[config.mk]
export PLATFORM = sky130hd
export DESIGN_NAME = id_ex_stage_flat
export DESIGN_NICKNAME = d
export VERILOG_FILES = /design/src/rtl/id_ex_if.sv /design/src/rtl/id_ex_stage.sv /design/src/flat_wrapper.sv
export SDC_FILE = /design/constraint.sdc
export NUM_CORES = 1
export LEC_CHECK = 0
export CORE_AREA = 2 2 134 136
export DETAILED_ROUTE_END_ITERATION = 10
export DIE_AREA = 0 0 136 138
export PLACE_DENSITY_LB_ADDON = 0.05
export SLEW_MARGIN = 25
export SYNTH_ARGS = -nofsm -noshare
export SYNTH_HDL_FRONTEND = slang
export SYNTH_SLANG_ARGS = --single-unit
[constraint.sdc]
create_clock -name clk -period 4 [get_ports clk]
set_input_delay 0.4 -clock clk [delete_from_list [all_inputs] [get_ports clk]]
set_output_delay 0.4 -clock clk [all_outputs]
set_load 0.005 [all_outputs]
[src/rtl/id_ex_if.sv]
// ID/EX boundary bundle: decode-side instruction fields, writeback bypass
// source, flush, and the registered EX-side copies plus the stall request.
interface id_ex_if #(
  parameter int unsigned XLEN = 32
);
  logic            id_valid;
  logic [XLEN-1:0] id_pc;
  logic [4:0]      id_rs1;
  logic [4:0]      id_rs2;
  logic [4:0]      id_rd;
  logic            id_uses_rs1;
  logic            id_uses_rs2;
  logic [XLEN-1:0] id_rs1_data;
  logic [XLEN-1:0] id_rs2_data;
  logic [XLEN-1:0] id_imm;
  logic [3:0]      id_alu_op;
  logic            id_alu_src;
  logic            id_mem_read;
  logic            id_mem_write;
  logic            id_reg_write;
  logic            id_mem_to_reg;

  logic            wb_reg_write;
  logic [4:0]      wb_rd;
  logic [XLEN-1:0] wb_data;

  logic            flush;
  logic            stall;

  logic            ex_valid;
  logic [XLEN-1:0] ex_pc;
  logic [XLEN-1:0] ex_rs1_data;
  logic [XLEN-1:0] ex_rs2_data;
  logic [XLEN-1:0] ex_imm;
  logic [4:0]      ex_rs1;
  logic [4:0]      ex_rs2;
  logic [4:0]      ex_rd;
  logic [3:0]      ex_alu_op;
  logic            ex_alu_src;
  logic            ex_mem_read;
  logic            ex_mem_write;
  logic            ex_reg_write;
  logic            ex_mem_to_reg;

  modport master (
    output id_valid, id_pc, id_rs1, id_rs2, id_rd, id_uses_rs1, id_uses_rs2,
           id_rs1_data, id_rs2_data, id_imm, id_alu_op, id_alu_src,
           id_mem_read, id_mem_write, id_reg_write, id_mem_to_reg,
           wb_reg_write, wb_rd, wb_data, flush,
    input  stall, ex_valid, ex_pc, ex_rs1_data, ex_rs2_data, ex_imm,
           ex_rs1, ex_rs2, ex_rd, ex_alu_op, ex_alu_src, ex_mem_read,
           ex_mem_write, ex_reg_write, ex_mem_to_reg
  );

  modport slave (
    input  id_valid, id_pc, id_rs1, id_rs2, id_rd, id_uses_rs1, id_uses_rs2,
           id_rs1_data, id_rs2_data, id_imm, id_alu_op, id_alu_src,
           id_mem_read, id_mem_write, id_reg_write, id_mem_to_reg,
           wb_reg_write, wb_rd, wb_data, flush,
    output stall, ex_valid, ex_pc, ex_rs1_data, ex_rs2_data, ex_imm,
           ex_rs1, ex_rs2, ex_rd, ex_alu_op, ex_alu_src, ex_mem_read,
           ex_mem_write, ex_reg_write, ex_mem_to_reg
  );
endinterface

[src/rtl/id_ex_stage.sv]
// ID/EX pipeline register with load-use stall (LOAD_LATENCY bubbles per
// hazard), same-cycle writeback bypass and EX-driven flush.
module id_ex_stage #(
  parameter int unsigned LOAD_LATENCY = 1,
  parameter int unsigned XLEN         = 32
) (
  input  logic    clk,
  input  logic    rst,
  id_ex_if.slave  bus
);

  localparam logic [2:0] RELOAD = 3'(LOAD_LATENCY - 1);

  logic [2:0]      stall_cnt;
  logic            haz;
  logic            rs1_hit;
  logic            rs2_hit;
  logic            stall_int;
  logic            wb_fwd_ok;
  logic [XLEN-1:0] rs1_fwd;
  logic [XLEN-1:0] rs2_fwd;

  always_comb begin
    rs1_hit   = bus.id_uses_rs1 && (bus.id_rs1 == bus.ex_rd);
    rs2_hit   = bus.id_uses_rs2 && (bus.id_rs2 == bus.ex_rd);
    haz       = bus.ex_valid && bus.ex_mem_read && (bus.ex_rd != 5'd0) &&
                bus.id_valid && (rs1_hit || rs2_hit);
    stall_int = !bus.flush && (haz || (stall_cnt != 3'd0));
  end

  assign bus.stall = stall_int;

  // Register file writes on posedge but reads combinationally, so a value
  // being written this cycle is not yet visible on id_rsN_data.
  always_comb begin
    wb_fwd_ok = bus.wb_reg_write && (bus.wb_rd != 5'd0);
    rs1_fwd   = (wb_fwd_ok && (bus.wb_rd == bus.id_rs1)) ? bus.wb_data : bus.id_rs1_data;
    rs2_fwd   = (wb_fwd_ok && (bus.wb_rd == bus.id_rs2)) ? bus.wb_data : bus.id_rs2_data;
  end

  always_ff @(posedge clk) begin
    if (rst) begin
      stall_cnt <= '0;
    end else if (bus.flush) begin
      stall_cnt <= '0;
    end else if (haz) begin
      stall_cnt <= RELOAD;
    end else if (stall_cnt != 3'd0) begin
      stall_cnt <= stall_cnt - 3'd1;
    end
  end

  always_ff @(posedge clk) begin
    if (rst || bus.flush || stall_int) begin
      bus.ex_valid      <= 1'b0;
      bus.ex_pc         <= '0;
      bus.ex_rs1_data   <= '0;
      bus.ex_rs2_data   <= '0;
      bus.ex_imm        <= '0;
      bus.ex_rs1        <= '0;
      bus.ex_rs2        <= '0;
      bus.ex_rd         <= '0;
      bus.ex_alu_op     <= '0;
      bus.ex_alu_src    <= 1'b0;
      bus.ex_mem_read   <= 1'b0;
      bus.ex_mem_write  <= 1'b0;
      bus.ex_reg_write  <= 1'b0;
      bus.ex_mem_to_reg <= 1'b0;
    end else begin
      bus.ex_valid      <= bus.id_valid;
      bus.ex_pc         <= bus.id_pc;
      bus.ex_rs1_data   <= rs1_fwd;
      bus.ex_rs2_data   <= rs2_fwd;
      bus.ex_imm        <= bus.id_imm;
      bus.ex_rs1        <= bus.id_rs1;
      bus.ex_rs2        <= bus.id_rs2;
      bus.ex_rd         <= bus.id_rd;
      bus.ex_alu_op     <= bus.id_alu_op;
      bus.ex_alu_src    <= bus.id_valid && bus.id_alu_src;
      bus.ex_mem_read   <= bus.id_valid && bus.id_mem_read;
      bus.ex_mem_write  <= bus.id_valid && bus.id_mem_write;
      bus.ex_reg_write  <= bus.id_valid && bus.id_reg_write;
      bus.ex_mem_to_reg <= bus.id_valid && bus.id_mem_to_reg;
    end
  end

endmodule

[src/flat_wrapper.sv]
// flat-port wrapper written by rule: the top's interface ports become plain ports
module id_ex_stage_flat 
#(
  parameter int unsigned LOAD_LATENCY = 1,
  parameter int unsigned XLEN         = 32
)
  (clk, rst, bus_id_valid, bus_id_pc, bus_id_rs1, bus_id_rs2, bus_id_rd, bus_id_uses_rs1, bus_id_uses_rs2, bus_id_rs1_data, bus_id_rs2_data, bus_id_imm, bus_id_alu_op, bus_id_alu_src, bus_id_mem_read, bus_id_mem_write, bus_id_reg_write, bus_id_mem_to_reg, bus_wb_reg_write, bus_wb_rd, bus_wb_data, bus_flush, bus_stall, bus_ex_valid, bus_ex_pc, bus_ex_rs1_data, bus_ex_rs2_data, bus_ex_imm, bus_ex_rs1, bus_ex_rs2, bus_ex_rd, bus_ex_alu_op, bus_ex_alu_src, bus_ex_mem_read, bus_ex_mem_write, bus_ex_reg_write, bus_ex_mem_to_reg);
  id_ex_if #(.XLEN(XLEN)) bus_i ();
  input  logic clk;
  input  logic rst;
  input wire logic [$bits(bus_i.id_valid)-1:0] bus_id_valid;
  input wire logic [$bits(bus_i.id_pc)-1:0] bus_id_pc;
  input wire logic [$bits(bus_i.id_rs1)-1:0] bus_id_rs1;
  input wire logic [$bits(bus_i.id_rs2)-1:0] bus_id_rs2;
  input wire logic [$bits(bus_i.id_rd)-1:0] bus_id_rd;
  input wire logic [$bits(bus_i.id_uses_rs1)-1:0] bus_id_uses_rs1;
  input wire logic [$bits(bus_i.id_uses_rs2)-1:0] bus_id_uses_rs2;
  input wire logic [$bits(bus_i.id_rs1_data)-1:0] bus_id_rs1_data;
  input wire logic [$bits(bus_i.id_rs2_data)-1:0] bus_id_rs2_data;
  input wire logic [$bits(bus_i.id_imm)-1:0] bus_id_imm;
  input wire logic [$bits(bus_i.id_alu_op)-1:0] bus_id_alu_op;
  input wire logic [$bits(bus_i.id_alu_src)-1:0] bus_id_alu_src;
  input wire logic [$bits(bus_i.id_mem_read)-1:0] bus_id_mem_read;
  input wire logic [$bits(bus_i.id_mem_write)-1:0] bus_id_mem_write;
  input wire logic [$bits(bus_i.id_reg_write)-1:0] bus_id_reg_write;
  input wire logic [$bits(bus_i.id_mem_to_reg)-1:0] bus_id_mem_to_reg;
  input wire logic [$bits(bus_i.wb_reg_write)-1:0] bus_wb_reg_write;
  input wire logic [$bits(bus_i.wb_rd)-1:0] bus_wb_rd;
  input wire logic [$bits(bus_i.wb_data)-1:0] bus_wb_data;
  input wire logic [$bits(bus_i.flush)-1:0] bus_flush;
  output wire logic [$bits(bus_i.stall)-1:0] bus_stall;
  output wire logic [$bits(bus_i.ex_valid)-1:0] bus_ex_valid;
  output wire logic [$bits(bus_i.ex_pc)-1:0] bus_ex_pc;
  output wire logic [$bits(bus_i.ex_rs1_data)-1:0] bus_ex_rs1_data;
  output wire logic [$bits(bus_i.ex_rs2_data)-1:0] bus_ex_rs2_data;
  output wire logic [$bits(bus_i.ex_imm)-1:0] bus_ex_imm;
  output wire logic [$bits(bus_i.ex_rs1)-1:0] bus_ex_rs1;
  output wire logic [$bits(bus_i.ex_rs2)-1:0] bus_ex_rs2;
  output wire logic [$bits(bus_i.ex_rd)-1:0] bus_ex_rd;
  output wire logic [$bits(bus_i.ex_alu_op)-1:0] bus_ex_alu_op;
  output wire logic [$bits(bus_i.ex_alu_src)-1:0] bus_ex_alu_src;
  output wire logic [$bits(bus_i.ex_mem_read)-1:0] bus_ex_mem_read;
  output wire logic [$bits(bus_i.ex_mem_write)-1:0] bus_ex_mem_write;
  output wire logic [$bits(bus_i.ex_reg_write)-1:0] bus_ex_reg_write;
  output wire logic [$bits(bus_i.ex_mem_to_reg)-1:0] bus_ex_mem_to_reg;
  assign bus_i.id_valid = bus_id_valid;
  assign bus_i.id_pc = bus_id_pc;
  assign bus_i.id_rs1 = bus_id_rs1;
  assign bus_i.id_rs2 = bus_id_rs2;
  assign bus_i.id_rd = bus_id_rd;
  assign bus_i.id_uses_rs1 = bus_id_uses_rs1;
  assign bus_i.id_uses_rs2 = bus_id_uses_rs2;
  assign bus_i.id_rs1_data = bus_id_rs1_data;
  assign bus_i.id_rs2_data = bus_id_rs2_data;
  assign bus_i.id_imm = bus_id_imm;
  assign bus_i.id_alu_op = bus_id_alu_op;
  assign bus_i.id_alu_src = bus_id_alu_src;
  assign bus_i.id_mem_read = bus_id_mem_read;
  assign bus_i.id_mem_write = bus_id_mem_write;
  assign bus_i.id_reg_write = bus_id_reg_write;
  assign bus_i.id_mem_to_reg = bus_id_mem_to_reg;
  assign bus_i.wb_reg_write = bus_wb_reg_write;
  assign bus_i.wb_rd = bus_wb_rd;
  assign bus_i.wb_data = bus_wb_data;
  assign bus_i.flush = bus_flush;
  assign bus_stall = bus_i.stall;
  assign bus_ex_valid = bus_i.ex_valid;
  assign bus_ex_pc = bus_i.ex_pc;
  assign bus_ex_rs1_data = bus_i.ex_rs1_data;
  assign bus_ex_rs2_data = bus_i.ex_rs2_data;
  assign bus_ex_imm = bus_i.ex_imm;
  assign bus_ex_rs1 = bus_i.ex_rs1;
  assign bus_ex_rs2 = bus_i.ex_rs2;
  assign bus_ex_rd = bus_i.ex_rd;
  assign bus_ex_alu_op = bus_i.ex_alu_op;
  assign bus_ex_alu_src = bus_i.ex_alu_src;
  assign bus_ex_mem_read = bus_i.ex_mem_read;
  assign bus_ex_mem_write = bus_i.ex_mem_write;
  assign bus_ex_reg_write = bus_i.ex_reg_write;
  assign bus_ex_mem_to_reg = bus_i.ex_mem_to_reg;
  id_ex_stage #(.LOAD_LATENCY(LOAD_LATENCY), .XLEN(XLEN)) u_core (.clk(clk), .rst(rst), .bus(bus_i));
endmodule
* Word level (Yosys, flattened, before mapping)
Cells that the tools add are included.
** Word-level totals
- RAM bits :: 0
- Memories :: 0
- Flip-flop bits (word level) :: 156
- Latch bits :: 0
- ROM bits :: 0
- Logic and storage cells :: 46
** Operators by class
- Shift-type cells :: 0
- Multiplexer cells :: 2
- Order comparisons :: 0
- Add/sub/neg operators :: 1
- Multiply operators :: 0
- Divide/modulo/power cells :: 0
- Reductions and logical operators :: 24
- Bitwise operators :: 0
- Equal/unequal tests :: 4
** Operator list (count)
- $mux 32 :: 2
- $eq 5x5->1 :: 4
- $logic_and 1x1->1 :: 15
- $reduce_bool 5->1 :: 2
- $logic_or 1x1->1 :: 4
- $reduce_bool 3->1 :: 1
- $reduce_or 3->1 :: 1
- $sub 3x1->3 const B :: 1
- $logic_not 1->1 :: 1

* Logic depth before layout (Yosys ltp)
- Depth in word-level cells :: 7
- Gate-level depth with buffers :: 8
- Mapped depth without buffers :: 6

* Worst setup path after synthesis
OpenSTA, ideal clock, no wires.
- Path type :: input to register
- Start point :: input bus_wb_rd[4]
- End point :: register u_core.bus.ex_rs1_data[10]
- Data arrival time :: 1.555 ns
- Slack :: 2.317 ns
- Cell stages on the path :: 6
- Path buffers :: 1
- Path through :: or4_4 > o21ai_4 > nor4_4 > buf_6 > mux2i_1 > nor2_1
** Between the ends
- Longest elaborated chain between the ends :: 4
- Elaborated cells on any way between the ends :: 5
- Those cells by class :: 1 x eq/ne; 1 x mux; 3 x reduce/logical
** RTL lines
- start: declaration :: line flat_wrapper.sv:28 : input wire logic [$bits(bus_i.wb_rd)-1:0] bus_wb_rd;
- $reduce_bool 5->1 :: line id_ex_stage.sv:36 : wb_fwd_ok = bus.wb_reg_write && (bus.wb_rd != 5'd0);
- $logic_and 1x1->1 :: line id_ex_stage.sv:36
- $logic_and 1x1->1 (*) :: line id_ex_stage.sv:37 : rs1_fwd = (wb_fwd_ok && (bus.wb_rd == bus.id_rs1)) ? bus.wb_data : bus.id_rs1_data;
- $mux 32 (*) :: line id_ex_stage.sv:37
- end signal: assignment :: line id_ex_stage.sv:72 : bus.ex_rs1_data <= rs1_fwd;
- end: declaration :: line id_ex_if.sv:60 : output stall, ex_valid, ex_pc, ex_rs1_data, ex_rs2_data, ex_imm,
Mark *: on every way between the ends. The rest lies on a longest branch, timed or not.
A chain may end at the register's enable or synchronous reset.

* Final worst setup path
- Start point :: input bus_id_rs1[4]
- End point :: output bus_stall
** Between the ends
- Longest elaborated chain between the ends :: 6
** RTL lines
- start: declaration :: line flat_wrapper.sv:13 : input wire logic [$bits(bus_i.id_rs1)-1:0] bus_id_rs1;
- $eq 5x5->1 :: line id_ex_stage.sv:24 : rs1_hit = bus.id_uses_rs1 && (bus.id_rs1 == bus.ex_rd);
- $logic_and 1x1->1 :: line id_ex_stage.sv:24
- $logic_or 1x1->1 :: line id_ex_stage.sv:27 : bus.id_valid && (rs1_hit || rs2_hit);
- $logic_and 1x1->1 :: line id_ex_stage.sv:27
- $logic_or 1x1->1 :: line id_ex_stage.sv:28 : stall_int = !bus.flush && (haz || (stall_cnt != 3'd0));
- $logic_and 1x1->1 :: line id_ex_stage.sv:28
- end: declaration :: line flat_wrapper.sv:31 : output wire logic [$bits(bus_i.stall)-1:0] bus_stall;
No other way between the ends.

==> flow_metrics.env <==
export IMPL_status="completed"
export IMPL_die_x_um=136
export IMPL_intPower_uw=2890
export IMPL_dr_total_vias=4313
export IMPL_critical_path_class="input pin to output pin"
export IMPL_slew_headroom=0.527
export IMPL_required_ps=3600
export IMPL_synth_top_family_by_area="simple AND/OR/NAND/NOR gates"
export IMPL_antenna_left=0
export IMPL_skew_ps=11.6
export IMPL_htree_levels=4
export IMPL_wl_per_cell_um=15.4
export IMPL_power_density_nw_per_um2=393
export IMPL_fmax_mhz=367
export IMPL_wl_met1_mm=5.81
export IMPL_grt_pass1_wl_mm=24.1
export IMPL_syn_area_um2=5130
export IMPL_whs_path_depth=1
export IMPL_synth_nets=646
export IMPL_dpl_cell_count=1011
export IMPL_cts_tree="built"
export IMPL_nets=999
export IMPL_area_delta_synth_final_pct=83.9
export IMPL_ys_ff_latch=156
export IMPL_yosys_area_share_adder=0.00488
export IMPL_critPathArrivalTime_ps=2320
export IMPL_hold_end="u_core.stall_cnt[1]"
export IMPL_path_max_fanout=4
export IMPL_end_kind="output pin"
export IMPL_cp_start_kind="input pin"
export IMPL_synthSimpleGateAreaFrac=0.182
export IMPL_clockBufferDepth=2
export IMPL_cts_hold_buf=0
export IMPL_r2r_end="u_core.bus.ex_rs2_data[7]"
export IMPL_initial_core_util=0.293
export IMPL_final_core_utilization=0.538
export IMPL_gr_usage_all_layers=0.168
export IMPL_worst_slack_ps=1280
export IMPL_yosys_warnings=0
export IMPL_maxCapViolations=0
export IMPL_route_met2_wl_mm=8.08
export IMPL_gr_total_overflow=0
export IMPL_netSwitchingPower_uw=822
export IMPL_top_layer_used="met4"
export IMPL_grt_max_degree=90
export IMPL_antenna_found_initial=0
export IMPL_synthTopCellsByArea="dfxtp_1 61%, mux2i_1 12%, and2_1 10%, nor2_1 4.8%, xnor2_1 2.9%"
export IMPL_clk_latency_ps=410
export IMPL_fp_row_count=49
export IMPL_cts_sinks=156
export IMPL_seqPwrFrac=0.440
export IMPL_vias_per_cell=4.14
export IMPL_core_um2=17500
export IMPL_r2r_setup_slack_ps=1710
export IMPL_combPwrFrac=0.124
export IMPL_holdCritStartpoint="u_core.stall_cnt[1]"
export IMPL_muxShareOfSynthArea=0.125
export IMPL_p_leak_uw=0.00352
export IMPL_drv_slew=0
export IMPL_synth_xor_area_frac=0.0358
export IMPL_hold_path_class="register to register"
export IMPL_synthesis_instances=448
export IMPL_fin_setup_tns_ps=0
export IMPL_clkPwrFrac=0.436
export IMPL_tightest_slew_ps=709
export IMPL_yosysTopAreaCellShare=0.609
export IMPL_port_buffers=349
export IMPL_setup_violations=0
export IMPL_die_area_um2=18800
export IMPL_cts_setup_buffers=0
export IMPL_stdcell_count=1043
export IMPL_drive_gt1_frac=0.0553
export IMPL_yosysTopAreaCell="dfxtp_1"
export IMPL_gp_congestion=0.784
export IMPL_clock_root_buffer="clkbuf_16"
export IMPL_die_h_um=138
export IMPL_power_uw=3710
export IMPL_cts_resized=0
export IMPL_syn_avg_cell_area_um2=11.5
export IMPL_swShare=0.221
export IMPL_drcViolationCount=0
export IMPL_antenna_cells=0
export IMPL_r2r_cells=6
export IMPL_place_hpwl_mm=12.5
export IMPL_cts_buffers=17
export IMPL_grt_pass1_vias=4596
export IMPL_drt_wl_total_mm=16.1
export IMPL_reg2reg_from="u_core.bus.ex_rd[2]"
export IMPL_ios=350
export IMPL_rsz0062_at_grt="false"
export IMPL_peakVddDrop_v=0.000272
export IMPL_seq_area_frac_synth=0.609
export IMPL_timing_final_crit_share=0.681
export IMPL_yosysUniqueCellTypes=30
export IMPL_drtIter0Drc=70
export IMPL_finalHoldViolCount=0
export IMPL_fin_crit_ps=2720
export IMPL_drt_pass1_iter_count=4
export IMPL_path_clk_slew_ps=60
export IMPL_synth_compound_area_frac=0.0166
export IMPL_dp_slack_ps=1210
export IMPL_wl_met3_mm=1.76
## cells in the final DEF (no fill, tap or decap)
master,synthesis,final
o211a_1,1,1
nand3_1,3,3
xor2_1,4,4
clkinv_4,0,5
clkdlybuf4s50_1,0,349
and2_1,85,85
o21ai_4,1,1
clkbuf_8,0,1
nand4_1,2,2
dfxtp_1,156,156
o21a_1,1,1
clkbuf_16,0,17
xnor2_1,17,17
nor4_4,2,2
clkinvlp_4,0,2
nor2_1,66,66
mux2i_1,64,64
nor3b_1,1,1
a21boi_4,0,1
clkbuf_1,12,1
a21oi_1,2,2
buf_4,0,7
a211oi_1,1,1
a21bo_2,1,1
nand2b_1,1,1
o22ai_2,1,1
nor2b_1,1,1
ha_1,2,2
bufinv_16,0,2
inv_6,0,3
inv_8,0,1
and3_1,5,5
or4_4,1,1
inv_1,2,2
nor3_1,2,2
nand2_1,3,3
## final cells by class
cell class	count	area (µm²)
sequential	156	3120
fill	1556	8100
inverter	2	7.51
clock inverter	13	156
timing repair buffer	356	3550
multi-input combinational	268	1880
clock buffer	19	443
tap	229	287
## stage by stage
| step | instance area (µm²) | hold WS (ps) |
|---|---|---|
| finish | 9440 | 503 |
| detailed placement | 8840 | 490 |
| floorplan | 5130 | 472 |
| global placement | 8840 | 483 |
| global route | 9440 | 514 |
| CTS | 9440 | 505 |
## cell families (layout without fill, tap and decap cells)
| family | count (synthesis) | count (layout) |
|---|---|---|
| buf+inv | 24 | 390 |
| flops | 156 | 156 |
| xor+xnor | 21 | 21 |
| fa+ha+maj | 2 | 2 |
| compound gates | 9 | 9 |
| simple gates | 172 | 172 |
| mux | 64 | 64 |
## power groups by stage
stage / sequential, µW / combinational [µW] / clock, µW
floorplan: 1680 / 107 / 0
global placement: 1670 / 462 / 0
detailed placement: 1670 / 463 / 0
CTS: 1640 / 467 / 1670
global route: 1640 / 496 / 1730
finish: 1630 / 459 / 1620
## routing by layer
metal / global-route usage / up-vias
met2: 0.301 / 207
met5: 0 / -
met4: 0.0696 / 0
met1: 0.168 / 1932
li1: - / 2151
met3: 0.0730 / 23
## worst max path at each step
| stage | startpoint | to | slack [ps] | depth (start not counted) |
|---|---|---|---|---|
| after floorplan | bus_wb_rd[4] | u_core.bus.ex_rs1_data[10] | 2320 | 6 |
| after global placement | bus_id_rs1[4] | u_core.bus.ex_rs1_data[17] | 1240 | 7 |
| after detailed placement | bus_id_rs1[4] | u_core.bus.ex_rs2_data[7] | 1210 | 7 |
| after CTS | bus_id_rs1[4] | bus_stall | 1260 | 7 |
| after global routing | bus_id_rs1[4] | bus_stall | 1100 | 7 |
| final | bus_id_rs1[4] | bus_stall | 1280 | 7 |
## worst max-delay path, cell delays in order
cell,delay (ps)
clkdlybuf4s50_1,530
xnor2_1,140
nand4_1,130
o22ai_2,340
a21oi_1,140
nor2_1,110
clkdlybuf4s50_1,530
## Yosys cell counts (all sizes together)
cell	n
xnor2	17
ha	2
mux2i	64
nand3	3
nand4	2
nand2b	1
buf	9
and3	5
dfxtp	156
inv	2
nand2	3
and2	85
clkbuf	13
or4	1
nor2b	1
a21oi	2
nor4	2
a211oi	1
o21ai	1
a21boi	1
o21a	1
o211a	1
o22ai	1
nor3	2
a21bo	1
nor3b	1
xor2	4
nor2	66
(Power assumes the default switching activity.)
